<file path="src/rtl/ahb_slave_if_pkg.sv">
// Shared encodings and defaults for the AHB slave interface of the AHB-to-APB bridge.
package ahb_slave_if_pkg;

    typedef enum logic [1:0] {
        HtransIdle   = 2'b00,
        HtransBusy   = 2'b01,
        HtransNonseq = 2'b10,
        HtransSeq    = 2'b11
    } htrans_e;

    typedef enum logic [1:0] {
        HrespOkay  = 2'b00,
        HrespError = 2'b01
    } hresp_e;

    typedef enum logic [1:0] {
        StOkay,
        StErr1,
        StErr2
    } resp_state_e;

    localparam logic [31:0] DefaultBaseAddr = 32'h8000_0000;
    localparam logic [31:0] DefaultSlvSpan  = 32'h0400_0000;

endpackage

</file>
<file path="src/rtl/ahb_slave_if_if.sv">
// AHB-side bus bundle between the master/bridge FSM and ahb_slave_if.
interface ahb_slave_if_if #(
    parameter int unsigned NUM_SLV = 3
) ();

    logic [1:0]         htrans;
    logic               hwrite;
    logic               hready_in;
    logic [31:0]        haddr;
    logic [31:0]        hwdata;
    logic [31:0]        prdata;
    logic               fsm_ready;

    logic               valid;
    logic [31:0]        haddr1;
    logic [31:0]        haddr2;
    logic [31:0]        hwdata1;
    logic [31:0]        hwdata2;
    logic               hwrite_reg;
    logic               hwrite_reg1;
    logic [NUM_SLV-1:0] tempselx;
    logic [31:0]        hrdata;
    logic [1:0]         hresp;
    logic               hready_out;

    modport slave (
        input  htrans, hwrite, hready_in, haddr, hwdata, prdata, fsm_ready,
        output valid, haddr1, haddr2, hwdata1, hwdata2, hwrite_reg, hwrite_reg1,
               tempselx, hrdata, hresp, hready_out
    );

    modport master (
        output htrans, hwrite, hready_in, haddr, hwdata, prdata, fsm_ready,
        input  valid, haddr1, haddr2, hwdata1, hwdata2, hwrite_reg, hwrite_reg1,
               tempselx, hrdata, hresp, hready_out
    );

endinterface

</file>
<file path="src/rtl/ahb_addr_decode.sv">
// Combinational APB window check and one-hot slave select.
module ahb_addr_decode
    import ahb_slave_if_pkg::*;
#(
    parameter logic [31:0] BASE_ADDR = DefaultBaseAddr,
    parameter logic [31:0] SLV_SPAN  = DefaultSlvSpan,
    parameter int unsigned NUM_SLV   = 3
) (
    input  logic [31:0]        haddr,
    output logic               in_window,
    output logic [NUM_SLV-1:0] tempselx
);

    logic [31:0] offset;
    logic [31:0] index;

    always_comb begin
        offset    = haddr - BASE_ADDR;
        index     = offset / SLV_SPAN;
        // The lower-bound check guards against the subtraction wrapping below the base.
        in_window = (haddr >= BASE_ADDR) && (index < NUM_SLV);
        tempselx  = '0;
        for (int unsigned i = 0; i < NUM_SLV; i++) begin
            tempselx[i] = in_window && (index == i);
        end
    end

endmodule

</file>
<file path="src/rtl/ahb_slave_if.sv">
// AHB slave front end: address/data pipeline, window decode and optional ERROR response.
// Optional feature: define AHB_SLV_ERR_RESP_EN for the two-cycle ERROR response and err_cnt.
module ahb_slave_if
    import ahb_slave_if_pkg::*;
#(
    parameter logic [31:0] BASE_ADDR = DefaultBaseAddr,
    parameter logic [31:0] SLV_SPAN  = DefaultSlvSpan,
    parameter int unsigned NUM_SLV   = 3
) (
    input  logic          hclk,
    input  logic          hresetn,
    ahb_slave_if_if.slave bus
);

    logic in_window;
    logic active_trans;

    ahb_addr_decode #(
        .BASE_ADDR (BASE_ADDR),
        .SLV_SPAN  (SLV_SPAN),
        .NUM_SLV   (NUM_SLV)
    ) u_decode (
        .haddr     (bus.haddr),
        .in_window (in_window),
        .tempselx  (bus.tempselx)
    );

    assign active_trans = (bus.htrans == HtransNonseq) || (bus.htrans == HtransSeq);
    assign bus.valid    = bus.hready_in && active_trans && in_window;
    assign bus.hrdata   = bus.prdata;

    always_ff @(posedge hclk or negedge hresetn) begin
        if (!hresetn) begin
            bus.haddr1      <= '0;
            bus.haddr2      <= '0;
            bus.hwdata1     <= '0;
            bus.hwdata2     <= '0;
            bus.hwrite_reg  <= 1'b0;
            bus.hwrite_reg1 <= 1'b0;
        end else if (bus.hready_in) begin
            bus.haddr1      <= bus.haddr;
            bus.haddr2      <= bus.haddr1;
            bus.hwdata1     <= bus.hwdata;
            bus.hwdata2     <= bus.hwdata1;
            bus.hwrite_reg  <= bus.hwrite;
            bus.hwrite_reg1 <= bus.hwrite_reg;
        end
    end

`ifdef AHB_SLV_ERR_RESP_EN
    resp_state_e state_q, state_d;
    logic [7:0]  err_cnt;
    logic        err_start;
    hresp_e      hresp;
    logic        hready_out;

    always_ff @(posedge hclk or negedge hresetn) begin
        if (!hresetn) begin
            state_q <= StOkay;
            err_cnt <= 8'd0;
        end else begin
            state_q <= state_d;
            if (err_start && (err_cnt != 8'hFF)) begin
                err_cnt <= err_cnt + 8'd1;
            end
        end
    end

    // Only the OKAY state looks at the bus; an error response runs to completion.
    always_comb begin
        state_d    = state_q;
        err_start  = 1'b0;
        hresp      = HrespOkay;
        hready_out = bus.fsm_ready;
        unique case (state_q)
            StOkay: begin
                if (bus.hready_in && active_trans && !in_window) begin
                    err_start = 1'b1;
                    state_d   = StErr1;
                end
            end
            StErr1: begin
                hresp      = HrespError;
                hready_out = 1'b0;
                state_d    = StErr2;
            end
            StErr2: begin
                hresp      = HrespError;
                hready_out = 1'b1;
                state_d    = StOkay;
            end
            default: state_d = StOkay;
        endcase
    end

    assign bus.hresp      = hresp;
    assign bus.hready_out = hready_out;
`else
    assign bus.hresp      = HrespOkay;
    assign bus.hready_out = bus.fsm_ready;
`endif

endmodule
</file>
<file path="src/flat_wrapper.sv">
// flat-port wrapper written by rule: the top's interface ports become plain ports
module ahb_slave_if_flat import ahb_slave_if_pkg::*;
#(
    parameter logic [31:0] BASE_ADDR = DefaultBaseAddr,
    parameter logic [31:0] SLV_SPAN  = DefaultSlvSpan,
    parameter int unsigned NUM_SLV   = 3
)
  (hclk, hresetn, bus_htrans, bus_hwrite, bus_hready_in, bus_haddr, bus_hwdata, bus_prdata, bus_fsm_ready, bus_valid, bus_haddr1, bus_haddr2, bus_hwdata1, bus_hwdata2, bus_hwrite_reg, bus_hwrite_reg1, bus_tempselx, bus_hrdata, bus_hresp, bus_hready_out);
  ahb_slave_if_if #(.NUM_SLV(NUM_SLV)) bus_i ();
  input  logic hclk;
  input  logic hresetn;
  input wire logic [$bits(bus_i.htrans)-1:0] bus_htrans;
  input wire logic [$bits(bus_i.hwrite)-1:0] bus_hwrite;
  input wire logic [$bits(bus_i.hready_in)-1:0] bus_hready_in;
  input wire logic [$bits(bus_i.haddr)-1:0] bus_haddr;
  input wire logic [$bits(bus_i.hwdata)-1:0] bus_hwdata;
  input wire logic [$bits(bus_i.prdata)-1:0] bus_prdata;
  input wire logic [$bits(bus_i.fsm_ready)-1:0] bus_fsm_ready;
  output wire logic [$bits(bus_i.valid)-1:0] bus_valid;
  output wire logic [$bits(bus_i.haddr1)-1:0] bus_haddr1;
  output wire logic [$bits(bus_i.haddr2)-1:0] bus_haddr2;
  output wire logic [$bits(bus_i.hwdata1)-1:0] bus_hwdata1;
  output wire logic [$bits(bus_i.hwdata2)-1:0] bus_hwdata2;
  output wire logic [$bits(bus_i.hwrite_reg)-1:0] bus_hwrite_reg;
  output wire logic [$bits(bus_i.hwrite_reg1)-1:0] bus_hwrite_reg1;
  output wire logic [$bits(bus_i.tempselx)-1:0] bus_tempselx;
  output wire logic [$bits(bus_i.hrdata)-1:0] bus_hrdata;
  output wire logic [$bits(bus_i.hresp)-1:0] bus_hresp;
  output wire logic [$bits(bus_i.hready_out)-1:0] bus_hready_out;
  assign bus_i.htrans = bus_htrans;
  assign bus_i.hwrite = bus_hwrite;
  assign bus_i.hready_in = bus_hready_in;
  assign bus_i.haddr = bus_haddr;
  assign bus_i.hwdata = bus_hwdata;
  assign bus_i.prdata = bus_prdata;
  assign bus_i.fsm_ready = bus_fsm_ready;
  assign bus_valid = bus_i.valid;
  assign bus_haddr1 = bus_i.haddr1;
  assign bus_haddr2 = bus_i.haddr2;
  assign bus_hwdata1 = bus_i.hwdata1;
  assign bus_hwdata2 = bus_i.hwdata2;
  assign bus_hwrite_reg = bus_i.hwrite_reg;
  assign bus_hwrite_reg1 = bus_i.hwrite_reg1;
  assign bus_tempselx = bus_i.tempselx;
  assign bus_hrdata = bus_i.hrdata;
  assign bus_hresp = bus_i.hresp;
  assign bus_hready_out = bus_i.hready_out;
  ahb_slave_if #(.BASE_ADDR(BASE_ADDR), .SLV_SPAN(SLV_SPAN), .NUM_SLV(NUM_SLV)) u_core (.hclk(hclk), .hresetn(hresetn), .bus(bus_i));
endmodule
</file>
<file path="config.mk">
export PLATFORM = sky130hd
export DESIGN_NAME = ahb_slave_if_flat
export DESIGN_NICKNAME = d
export VERILOG_FILES = /design/src/rtl/ahb_slave_if_pkg.sv /design/src/rtl/ahb_slave_if_if.sv /design/src/rtl/ahb_addr_decode.sv /design/src/rtl/ahb_slave_if.sv /design/src/flat_wrapper.sv
export SDC_FILE = /design/constraint.sdc
export NUM_CORES = 1
export LEC_CHECK = 0
export CAP_MARGIN = 25
export CORE_MARGIN = 2
export CORE_UTILIZATION = 36
export CTS_CLUSTER_DIAMETER = 120
export DETAILED_ROUTE_END_ITERATION = 10
export PLACE_DENSITY_LB_ADDON = 0.25
export SYNTH_ARGS = -nofsm -noshare
export SYNTH_HDL_FRONTEND = slang
export SYNTH_SLANG_ARGS = --single-unit
</file>
<file path="constraint.sdc">
create_clock -name hclk -period 1.1 [get_ports hclk]
set_input_delay 0.22 -clock hclk [delete_from_list [all_inputs] [get_ports hclk]]
set_output_delay 0.22 -clock hclk [all_outputs]
set_load 0.01 [all_outputs]
</file>
Yosys cells after proc, flatten, opt, wreduce, memory -nomap -nowiden
Index checks and enable logic that the tools add are counted.
{ "totals": {"reg_bits": 130, "in_bits": 103, "output_inout_bits": 169} }
{ "op_classes": {"add_sub_neg": 1, "magnitude_cmp": 2, "n_eq_ne": 4, "n_reduce_logical": 8} }
{ "ops": {"columns": ["op", "n"], "rows": [
  ["32-bit greater-or-equal comparator (second input constant)", 1],
  ["32-bit logical NOT", 1],
  ["32-bit subtractor (second input constant)", 1],
  ["6-bit by 1-bit == test with 1-bit output (second input constant)", 1],
  ["6-bit by 2-bit == test with 1-bit output (second input constant)", 1],
  ["1-bit logical AND", 6],
  ["6-bit by 2-bit less-than comparator with 1-bit output (second input constant)", 1],
  ["2-bit == test (second input constant)", 2],
  ["1-bit logical OR", 1]
]} }

Longest topological paths before layout
Gate-level depths: netlist of the first run.
{ "depth": {"word_depth": 4, "mapped_depth": 5, "depth_no_buf": 2} }

By module
From an unflattened synthesis of the first run, not the netlist that was laid out.
{ "hier_totals": {"cells_unflattened": 317, "area_unflattened_um2": 5520.3} }
{ "by_module_without_submodules": {"columns": ["mod", "n_inst", "cells_each", "area_each_um2", "seq_area_each_um2"], "rows": [
  ["ahb_slave_if", 1, 312, 5471.5, 3253.1],
  ["ahb_addr_decode", 1, 5, 48.8, 0.0]
]} }

Worst setup path before layout of the first run
No wires, ideal clock.
{ "synth_path": {"path_kind": "in2out", "from": "in bus_haddr[30]", "to": "out bus_tempselx[0]", "arrival_ns": 1.060, "t_required_ns": 0.880, "path_slack_ns": -0.180, "stages": 2, "path_buffers": 0, "path_cell_list": "or4b_4 > nor3_1"} }
{ "synth_between": {"elab_chain_cells": 4, "word_cells_on_any_way": 6, "classes_between": "add/sub: 1; order compare: 2; reduce/logical: 3"} }
{ "synth_rtl": {"columns": ["element", "line", "source"], "rows": [
  ["from (decl)", "flat_wrapper.sv:15", "input wire logic [$bits(bus_i.haddr)-1:0] bus_haddr;"],
  ["32-bit subtractor", "ahb_addr_decode.sv:18", "offset = haddr - BASE_ADDR;"],
  ["6-bit by 2-bit less-than comparator with 1-bit output", "ahb_addr_decode.sv:21", "in_window = (haddr >= BASE_ADDR) && (index < NUM_SLV);"],
  ["1-bit logical AND", "ahb_addr_decode.sv:21", null],
  ["1-bit logical AND (*)", "ahb_addr_decode.sv:24", "tempselx[i] = in_window && (index == i);"],
  ["to (decl)", "flat_wrapper.sv:26", "output wire logic [$bits(bus_i.tempselx)-1:0] bus_tempselx;"]
]} }
Every way passes the cells marked *; elsewhere a longest branch is shown, timed or not.

Final worst setup path of the first run
{ "layout_path": {"from": "in bus_haddr[30]", "to": "out bus_tempselx[2]"} }
Same word-level chain as after synthesis.

==> impl.org, run 1 <==
** Run status
- Run status :: finished with violations
- The final reports fail on setup timing.

** Final layout
- Layout overhead on the synthesized area :: 58.5%
- Cells fill between 50% and 60% of the core in the end.
- Number of filler cells placed in the layout :: about 1200
- Net total in the final layout :: approximately 700
- Once layout is done, the placed cells without fillers occupy 0.00821 sq mm.
- Ant diodes :: 0
- Leaving out filler cells and counting taps, the final layout contains 793.
- Share of cells above drive strength 1 :: 67.5%

** CTS
- H-Tree Level Count :: 4
- Maximum clock path buffer count :: 2
- Counting the buffers created by CTS gives 17.
- Register clock-pin slew on the reported worst setup and hold paths :: roughly 0.05 ns
- The later pin in the worst-skew pair is clocked with a latency of about 0.4 ns.
- In this run the clock root is driven by a clkbuf_16.
- TritonCTS built the clock tree.
- Clock tree synthesis found a total of 130 sinks.

** Detailed routing
- For this block, the initial DRC count from the detailed router was 75.
- Once detail routing completed, the nets flagged for antenna violations numbered 0.
- Count of vias placed by the detailed router :: 3550
- After detailed routing, the total wire length is ~12000 microns.
- Number of search-and-repair iterations in the first detailed-routing pass :: 4
- Dividing the detail-routed wire length by the instance count gives 15.5 microns.
- After detailed routing, the number of remaining DRC violations is 0.
- After detailed routing, the number of vias per cell comes to 4.48.

** Floorplan
- The die covers 0.0154 sq mm.
- Die H :: between 100 and 150 microns
- Standard cell core area :: roughly 0.014 sq mm
- I/O pin count :: 272
- In this run the core area contains 43 standard-cell rows.
- In this run the horizontal extent of the chip is 124 microns.
- The initial utilization of the core area, before any placement, comes to a little under two fifths.

** STA
- Static timing analysis puts the maximum clock frequency at roughly 680 MHz.
- Setup Skew :: 0.00539 ns
- Setup repair after global routing missed its margin :: true
- Setup-failing EPs final :: 140
- Min Tclk post-route :: 1.47 ns
- Min Hold Slack :: approximately 0.06 ns
- Crit path setup slack, layout :: -0.369 ns
- Hold Violations, Final :: 0
- Slew Viols, Final :: 0
- Final period util :: 134%
- After routing, the total negative slack on setup checks comes to -6.49 ns.

** GRT
- The number of antenna violations at the first check in global routing was 0.
- The via count of the first global-routing pass was 3663.
- Entering global routing, the biggest net connects 43 pins.
- The first global-routing pass estimated 18400 microns of wire.
- Global routing used 6.64% of the available met3 tracks.
- After global routing, the most crowded layer is met2.
- For met1 alone, demand over resource in global routing was a little under a fifth.
- Global routing used 25.5% of the available met2 tracks.
- GRT Overall Usage :: 16.0%
- The total overflow left after global routing is 0.

** Worst setup path
- Number of buffers and inverters on the critical path :: 2
- For this design, the slowest cell found on the critical path is or4b_4.
- Counting buffers and inverters, the worst setup path is 4 cells deep.
- The critical path is of the input pin to primary output type.
- Worst-path cell chain :: buf_6 -> or4b_4 -> nor3b_4 -> buf_2
- CP startpoint kind :: input pin
- Max incr delay on CP :: 0.59 ns
- Measured in cells, the most critical reg-to-reg path has a length of 4.
- Worst Setup End Kind :: primary output
- Data arrives at the worst endpoint at ~1.3 ns.
- Gate family responsible for the most delay along the worst path :: simple AND/OR/NAND/NOR gates
- Worst Path Max Fanout :: 4
- Crit path required time :: 0.88 ns

** Pwr
- IR drop worst, VDD :: around 0.93 mV
- In this run, the combinational gates consume 21.3% of the power.
- Summed over all nets, the switching power comes to 3.41 mW.
- Summing internal, switching and leakage power gives 14.1 mW.
- For this design the ratio of total power to cell area is 1720 mW/mm^2.
- In this run, flip-flops and latches consume 40.7% of the power.
- Clock power share :: 38.0%
- Leakage :: 3.85 nW
- Of the total power, the share spent switching nets is 24.1%.
- Internal power comes to around 11 mW.

** Yosys
- Flip-flop and latch count after synthesis :: 130
- Biggest area consumer among synthesized cells :: dfrtp_1
- Area contributors post-synth :: dfrtp_1 (63%), mux2_2 (28%), buf_4 (5.1%)
- The most used flip-flop cell after synthesis is dfrtp_1.
- Count of different cell masters after synthesis :: 12
- Cell types with the highest counts after synthesis :: dfrtp_1 (130), mux2_2 (130), buf_4 (35)
- Fraction of post-synthesis cell area in the top cell type by area :: 62.8%
- Post-synth design cell area :: 0.00518 sq mm
- Number of synthesized flops with an enable pin :: 0
- Sequential share of the synthesized area :: 62.8%
- A synthesized cell averages between 15 and 20 sq um.
- Proportion of synthesized flip-flops having asynchronous set or reset :: between 90% and 100%
- Syn Inst Count :: 317
- Yosys printed 0 warnings.

** Placed design
- Post-placement cell area :: 0.00757 sq mm
- At the placement stage, the worst setup path has a slack of -1.14 ns.
- Detail Placement HPWL :: 8660 microns
- In this run, placement finished with an instance count of 711.
- Gp weighted congestion :: 0.732
- During placement, the flow inserted port buffers numbering 202.

** Worst hold path
- Hold crit path type :: input pin to register
- Worst hold path depth :: 2

** Run
- Across the run, the number of max-cap violations was 0.
routing by layer:
| layer | part of all wire (%) | vias up |
|---|---|---|
| met4 | 1.9 | 0 |
| li1 | - | 1635 |
| met3 | 11 | 30 |
| met5 | 0 | - |
| met1 | 39 | 1726 |
| met2 | 48 | 159 |
timing repair:
item,4_1_cts,5_1_grt
hold endpoints to repair,19,0
setup endpoints to repair,134,134
buffers inserted,28,21
hold buffers,1,0
resized for setup,585,34
pin swaps,2,3
layout make-up:
class	instances	area [sq um]	share of cell area, %
sequential	130	3250	39.6
timing repair buffer	313	2590	31.5
multi-input combinational	138	1570	19.1
clock buffer	22	464	5.65
tap	180	225	2.74
clock inverter	10	109	1.33
placed cells by master, fill, tap and decap left out, types with 4 or more instances in the layout:
| cell | instances |
|---|---|
| dfrtp_1 | 130 |
| mux2_2 | 126 |
| buf_4 | 102 |
| buf_2 | 83 |
| clkdlybuf4s50_1 | 61 |
| buf_6 | 60 |
| clkbuf_16 | 17 |
| clkinv_2 | 5 |
| buf_12 | 5 |
| mux2_4 | 4 |
cell families (layout without fill, tap and decap cells):
| family | count (synthesis) | after routing | synth area share (%) |
|---|---|---|---|
| and+or+nand+nor | 5 | 5 | 0.918 |
| other | 1 | 2 | 0.0724 |
| muxes | 130 | 130 | 28.3 |
| AOI/OAI and AO/OA | 1 | 1 | 0.242 |
| buffers and inverters | 50 | 345 | 7.71 |
| DFF | 130 | 130 | 62.8 |
path summary, 6_finish.rpt:
path                       slack, ns                               start                                  to
max                            -0.37                       bus_haddr[30]                     bus_tempselx[2]
min                             0.06                       bus_haddr[29]   u_core.bus.haddr1[29]$_DFFE_PN0P_
max reg2reg                    -0.02  u_core.bus.hwdata1[30]$_DFFE_PN0P_  u_core.bus.hwdata2[30]$_DFFE_PN0P_
min reg2reg                     0.50   u_core.bus.haddr2[17]$_DFFE_PN0P_   u_core.bus.haddr2[17]$_DFFE_PN0P_
max in group asynchronous       0.28                             hresetn  u_core.bus.hwdata2[31]$_DFFE_PN0P_
min in group asynchronous       0.27                             hresetn    u_core.bus.haddr1[5]$_DFFE_PN0P_
power groups by stage:
| stage | Combinational (mW) | Clock, mW | Sequential (mW) |
|---|---|---|---|
| 5_1_grt | 3.25 | 5.77 | 5.83 |
| 3_5_place_dp | 3.05 | 0 | 5.81 |
| 6_report | 3.01 | 5.36 | 5.75 |
| 2_1_floorplan | 0.849 | 0 | 6.07 |
| 3_3_place_gp | 3.01 | 0 | 5.77 |
| 4_1_cts | 2.81 | 5.53 | 5.73 |
Power figures use the tool's default switching activity.
==> run 2: changes to the inputs <==
- CORE_UTILIZATION: 36 -> 40
- PLACE_DENSITY: not set -> 0.81
- PLACE_DENSITY_LB_ADDON: 0.25 -> not set
- clock period: 1.1 -> 1.45 ns (I/O delays scaled with it)
==> impl.org, run 2 (synthesized netlist as in run 1, its figures left out) <==
** Run status
- The flow ran to the end, but the final reports show violations.
- The final reports fail on setup timing.

** CTS
- Total CTS buffers :: 17
- No sink is reached through more buffers than the 2 on the longest clock path.
- H-Tree Level Count :: 4
- Master cell of the clock root buffer :: clkbuf_16
- TritonCTS built the clock tree.
- Clock latency at the later pin of the worst-skew pair :: 0.41 ns
- Register clock-pin slew on the reported worst setup and hold paths :: 0.06 ns
- Number of sinks handled by clock tree synthesis :: 130

** Placed design
- Detail Placement HPWL :: just over 8000 microns
- Timing analysis after detailed placement gives a worst setup slack of -0.930 ns.
- Inst Count DP :: 652
- Count of input and output buffers :: about 200
- The congestion estimate from routability-driven global placement came to ~0.74.

** GRT
- Entering global routing, the biggest net connects 58 pins.
- Vias in the first global route :: 3474
- After global routing the overflow that remains totals 0.
- GRT Overall Usage :: between 15 and 20%
- The number of antenna violations at the first check in global routing came to 0.
- First-pass GRT wire length :: 18300 microns

** Worst setup path
- Worst Setup End Kind :: primary output
- The critical path is of the input pin to primary output type.
- Grouping stages by cell kind, the critical path spends the most delay in simple AND/OR/NAND/NOR gates.
- Counting both buffers and inverters, the worst setup path holds a total of 2.
- At the worst endpoint, the arrival time is 1.29 ns.
- In this run the worst path has a maximum fanout of 4.
- Worst-path cell with the longest stage delay :: or4b_4
- CP startpoint kind :: input pin
- Setup slack of the worst register-to-register path :: 0.65 ns
- Worst-path cell chain :: buf_6 -> or4b_4 -> nor3b_2 -> buf_2
- Max incr delay on CP :: 0.57 ns
- Crit path required time :: 1.16 ns

** STA
- Setup repair after global routing missed its margin :: true
- Dividing the final minimum period by the clock period gives 109%.
- Derived from the worst setup path, the maximum achievable clock frequency is 634 MHz.
- Setup violations remaining at the end of the flow were counted as 4.
- Crit path setup slack, layout :: -0.128 ns
- Setup Skew :: about 0.0033 ns
- Min Tclk post-route :: around 1.6 ns
- Hold Violations, Final :: 0
- Slew Viols, Final :: 0

** Final layout
- The number of antenna diodes in the final layout is 0.
- Commonest cells after routing, fill and taps aside :: mux2_2 (130), dfrtp_1 (130), dlygate4sd2_1 (128)
- Post-route non-filler standard cell count :: 686
- Share of cells above drive strength 1 :: 36.4%
- In the final layout, flip-flops and latches occupy about 0.0033 sq mm.
- Compared with the post-synthesis result, the final layout area differs by 49.2%.
- Multi-input gate area in the final layout :: 0.00154 sq mm
- The filler cells instantiated in the layout total 1008.
- The final layout contains 604 nets.

** Detailed routing
- The first TritonRoute pass finished after 3 iterations.
- For this run, design rule violations remaining after detail routing come to 0.
- After detailed routing, the number of vias per cell comes to 4.72.
- Count of vias placed by the detailed router :: 3236
- Count of nets left with antenna violations after detail routing :: 0
- Routed Wire Length :: ~11000 microns
- In the final routed layout, each cell accounts on average for roughly 17 microns.
- The first routing iteration left 120 violations.

** Floorplan
- The floorplan has 41 rows.
- I/O pin count :: 272
- Overall die width :: 118 microns
- Standard cell core area :: around 0.013 sq mm
- The die covers 0.0139 sq mm.
- Effective utilization at floorplan :: 41.0%
- Measured along the y axis, the die boundary spans 118 microns.

** Worst hold path
- The path class of the tightest hold or removal check is input pin to register.

** Pwr
- VDD sags by at most 0.862 mV.
- Power spread over the standard cell area amounts to between 1000 and 1500 mW/mm^2.
- Leakage :: 3.48 nW

** Run
- Maxcap violations :: 0
-- run 2: cell types whose count changed in the layout (fill, tap and decap cells not counted), moves of 4 or more --
cell | before | now
buf_4 | 102 | 9
dlygate4sd2_1 | 1 | 128
clkinv_2 | 5 | 1
buf_6 | 60 | 1
bufinv_16 | 2 | 10
mux2_4 | 4 | 0
buf_2 | 83 | 7
mux2_2 | 126 | 130
-- run 2: layer usage --
metal	GRT usage, %	share of wire (%)	wire (microns)	vias to the layer above
met5	0	0	0	-
met4	9.04	2.9	328	0
met3	8.14	9.6	1090	32
met2	27.6	51	5730	158
met1	18.0	37	4180	1604
li1	-	-	-	1442
-- run 2: cell type report --
| cell class | count | share of cell area (%) |
|---|---|---|
| repair buffers | 214 | 25.4 |
| clock buffers | 18 | 5.55 |
| clock inverters | 14 | 4.27 |
| flip-flops and latches | 130 | 42.1 |
| well taps | 172 | 2.78 |
| multi-input cells | 138 | 19.9 |
-- run 2: worst paths after layout --
kind	from	end	cells past startpoint
max	bus_haddr[29]	bus_tempselx[2]	4
min	bus_haddr[30]	u_core.bus.haddr1[30]$_DFFE_PN0P_	2
max reg2reg	u_core.bus.haddr1[9]$_DFFE_PN0P_	u_core.bus.haddr2[9]$_DFFE_PN0P_	1
min reg2reg	u_core.bus.hwdata2[14]$_DFFE_PN0P_	u_core.bus.hwdata2[14]$_DFFE_PN0P_	1
max in group asynchronous	hresetn	u_core.bus.hwdata2[19]$_DFFE_PN0P_	3
min in group asynchronous	hresetn	u_core.bus.haddr1[19]$_DFFE_PN0P_	2
-- run 2: where the power goes --
part | internal [mW] | switching [mW]
registers | 4.09 | 0.257
clock network | 3.92 | 1.55
logic | 0.998 | 0.732
-- run 2: metrics by stage --
stage	utilization, %	power, mW	cell area (sq um)	setup TNS (ns)	hold slack [ns]
after global routing	61.3	12.0	7730	-0.464	0.128
after CTS	61.2	11.7	7730	-0.439	0.127
after detailed placement	56.6	6.50	7140	-3.55	0.223
after global placement	56.6	6.43	7140	-3.37	0.221
after floorplan	-	5.25	5180	0	-0.00559
final	61.3	11.5	7730	-0.419	0.148
-- run 2: timing repair --
action | in CTS | in global routing
pin swaps | 4 | 1
hold endpoints to repair | 19 | 0
resized for setup | 164 | 2
hold buffers | 1 | 0
endpoints found under the setup margin | 134 | 6
setup buffers | 1 | 0
==> run 3: changes to the inputs <==
- CTS_CLUSTER_SIZE: not set -> 14
- SETUP_SLACK_MARGIN: not set -> 0.5
==> impl.org, run 3 (synthesized netlist as in run 1, its figures left out) <==
** Run status
- The flow ran to the end, but the final reports show violations.
- Violations in the final reports :: setup timing

** Floorplan
- The floorplan step defined a die boundary enclosing 0.0139 sq mm.
- The floorplan step set the die width to 118 microns.
- The floorplan step defined a core boundary enclosing 0.0126 sq mm.
- ~270 I/O pins were placed.
- The floorplan has 41 rows.
- Die H :: 118 microns
- Effective utilization at floorplan :: between 40% and 50%

** Detailed routing
- Across all layers, the routed design uses 3756 vias.
- After the first detailed-routing iteration, the DRC count stood at 117.
- The detail route stage leaves a number of antenna-violating nets equal to 0.
- In the final routed layout, each cell accounts on average for 17.9 microns.
- Drt drc :: 0
- Number of search-and-repair iterations in the first detailed-routing pass :: 4
- Routed Wire Length :: 14800 microns
- Avg Vias per Cell :: 4.54

** CTS
- TritonCTS built the clock tree.
- The later pin in the worst-skew pair is clocked with a latency of 0.41 ns.
- No sink is reached through more buffers than the 2 on the longest clock path.
- For this design, the sink count on the clock tree is 130.
- Master cell of the clock root buffer :: clkbuf_16
- Register clock-pin slew on the reported worst setup and hold paths :: 0.05 ns
- Total CTS buffers :: 17
- H-Tree Level Count :: 4

** Worst setup path
- Gate family responsible for the most delay along the worst path :: simple AND/OR/NAND/NOR gates
- Data arrival time of the critical path :: 1.39 ns
- STA classifies the critical path startpoint as an input pin.
- Worst-path cell with the longest stage delay :: or4b_4
- For flop-to-flop paths, the worst setup slack is 0.42 ns.
- Of all nets on the critical path, the largest fanout is 2.
- Worst-path cell chain :: buf_6 -> or4b_4 -> buf_6 -> nor3b_4 -> buf_2
- STA puts the critical path data required time at approximately 1.2 ns.
- By instance count, the cell type seen most on the critical path is buf_6.
- Max incr delay on CP :: 0.56 ns
- Crit Path Class :: input pin to primary output
- Worst r2r src :: u_core.bus.haddr1[17]$_DFFE_PN0P_
- Worst Setup End Kind :: primary output
- Worst r2r path cells :: 3
- Number of buffers and inverters on the critical path :: 3
- Worst r2r dst :: u_core.bus.haddr1[17]$_DFFE_PN0P_

** GRT
- The number of antenna violations at the first check in global routing came to 0.
- Overflow after GRT :: 0
- GRT Overall Usage :: about a fifth
- Maximum number of pins on one net before global-route repair :: 55
- The first global-routing pass estimated 21900 microns of wire.
- Vias in the first global route :: slightly above 4000

** Final layout
- Net total in the final layout :: 746
- Share of cells above drive strength 1 :: 69.2%
- Commonest cells after routing, fill and taps aside :: mux2_4 (130), dfrtp_1 (130), buf_6 (118)
- Design area :: 0.00918 sq mm
- The area growth from synthesis to layout is 77.2%.
- The number of antenna diodes in the final layout is 0.
- Post-Route Utilization :: 72.7%

** STA
- Setup-failing EPs final :: 4
- Once routing completed, OpenROAD measured the worst setup slack at -0.234 ns.
- Across the routed clock network, the largest skew measured is roughly 0.0068 ns.
- Hold Violations, Final :: 0
- Setup repair after global routing could not meet its margin everywhere.
- Max Clk Rate :: a little under 600 MHz
- Slew Viols, Final :: 0
- The smallest clock period supported by the final layout is computed as approximately 1.7 ns.
- In the finished design, the share of the clock period the worst path needs comes to 116%.

** Placed design
- Once placement finished, the instance area stood at 0.00769 sq mm.
- Detailed placement finished with a half-perimeter wire length of 8710 microns.
- Count of input and output buffers :: ~200
- The congestion estimate from routability-driven global placement came to just over 0.7.

** Pwr
- For this design the static power due to leakage is about 4.6 nW.
- Dividing total power by cell area gives a power density of roughly 1200 mW/mm^2.
- IR drop worst, VDD :: approximately 0.76 mV

** Run
- Max-cap violations in this run came to 0.

** Worst hold path
- Worst Hold Launch :: bus_haddr[29]
- For hold timing, the worst endpoint is u_core.bus.haddr1[29]$_DFFE_PN0P_.
- Hold crit path type :: input pin to register
- Worst hold path depth :: 2
==> run 3: per-layer routing <==
| layer | share of wire, % | global-route usage (%) | vias to the layer above |
|---|---|---|---|
| li1 | - | - | 1705 |
| met1 | 40 | 23.0 | 1855 |
| met2 | 50 | 34.0 | 154 |
| met3 | 7.6 | 9.35 | 42 |
| met4 | 2.3 | 7.30 | 0 |
| met5 | 0 | 0 | - |
==> run 3: worst max-delay path by stage <==
| stage | from | end | cells past startpoint |
|---|---|---|---|
| after floorplan | bus_haddr[30] | bus_tempselx[1] | 2 |
| after global placement | bus_haddr[30] | bus_tempselx[1] | 4 |
| after detailed placement | bus_haddr[30] | bus_valid | 4 |
| after CTS | bus_haddr[28] | bus_tempselx[1] | 5 |
| after global routing | bus_haddr[28] | bus_tempselx[2] | 5 |
| final | bus_haddr[28] | bus_tempselx[1] | 5 |
==> run 3: stage by stage <==
| step | setup WS, ns | hold WS, ns | std cells | TNS (ns) | total power, mW |
|---|---|---|---|---|---|
| 2_1_floorplan | 0.0563 | -0.00559 | 318 | 0 | 5.63 |
| 6_report | -0.234 | 0.105 | 827 | -0.846 | 11.4 |
| 3_5_place_dp | -0.932 | 0.173 | 656 | -3.63 | 6.87 |
| 3_3_place_gp | -0.902 | 0.170 | 656 | -3.54 | 6.81 |
| 4_1_cts | -0.229 | 0.0868 | 786 | -0.849 | 11.0 |
| 5_1_grt | -0.259 | 0.0895 | 827 | -0.978 | 11.9 |
==> run 3: report_power, final <==
| part | leakage, nW | internal, mW | total, mW | switching, mW |
|---|---|---|---|---|
| clock network | 0.264 | 2.47 | 3.93 | 1.46 |
| logic | 2.86 | 2.03 | 3.06 | 1.04 |
| registers | 1.52 | 4.09 | 4.42 | 0.330 |
==> run 3: timing repair <==
item,4_1_cts,5_1_grt
setup buffers,98,41
hold buffers,1,0
pin swaps,1,0
hold endpoints to repair,12,0
gates resized for setup,589,83
setup endpoints to repair,144,135
==> run 3: area by class of cell <==
type,instances,area [sq um]
Clock inverter,5,52.6
Sequential cell,130,3250
Timing Repair Buffer,356,3130
Clock buffer,26,489
Fill cell,798,3440
Multi-Input combinational cell,138,2040
Tap cell,172,215
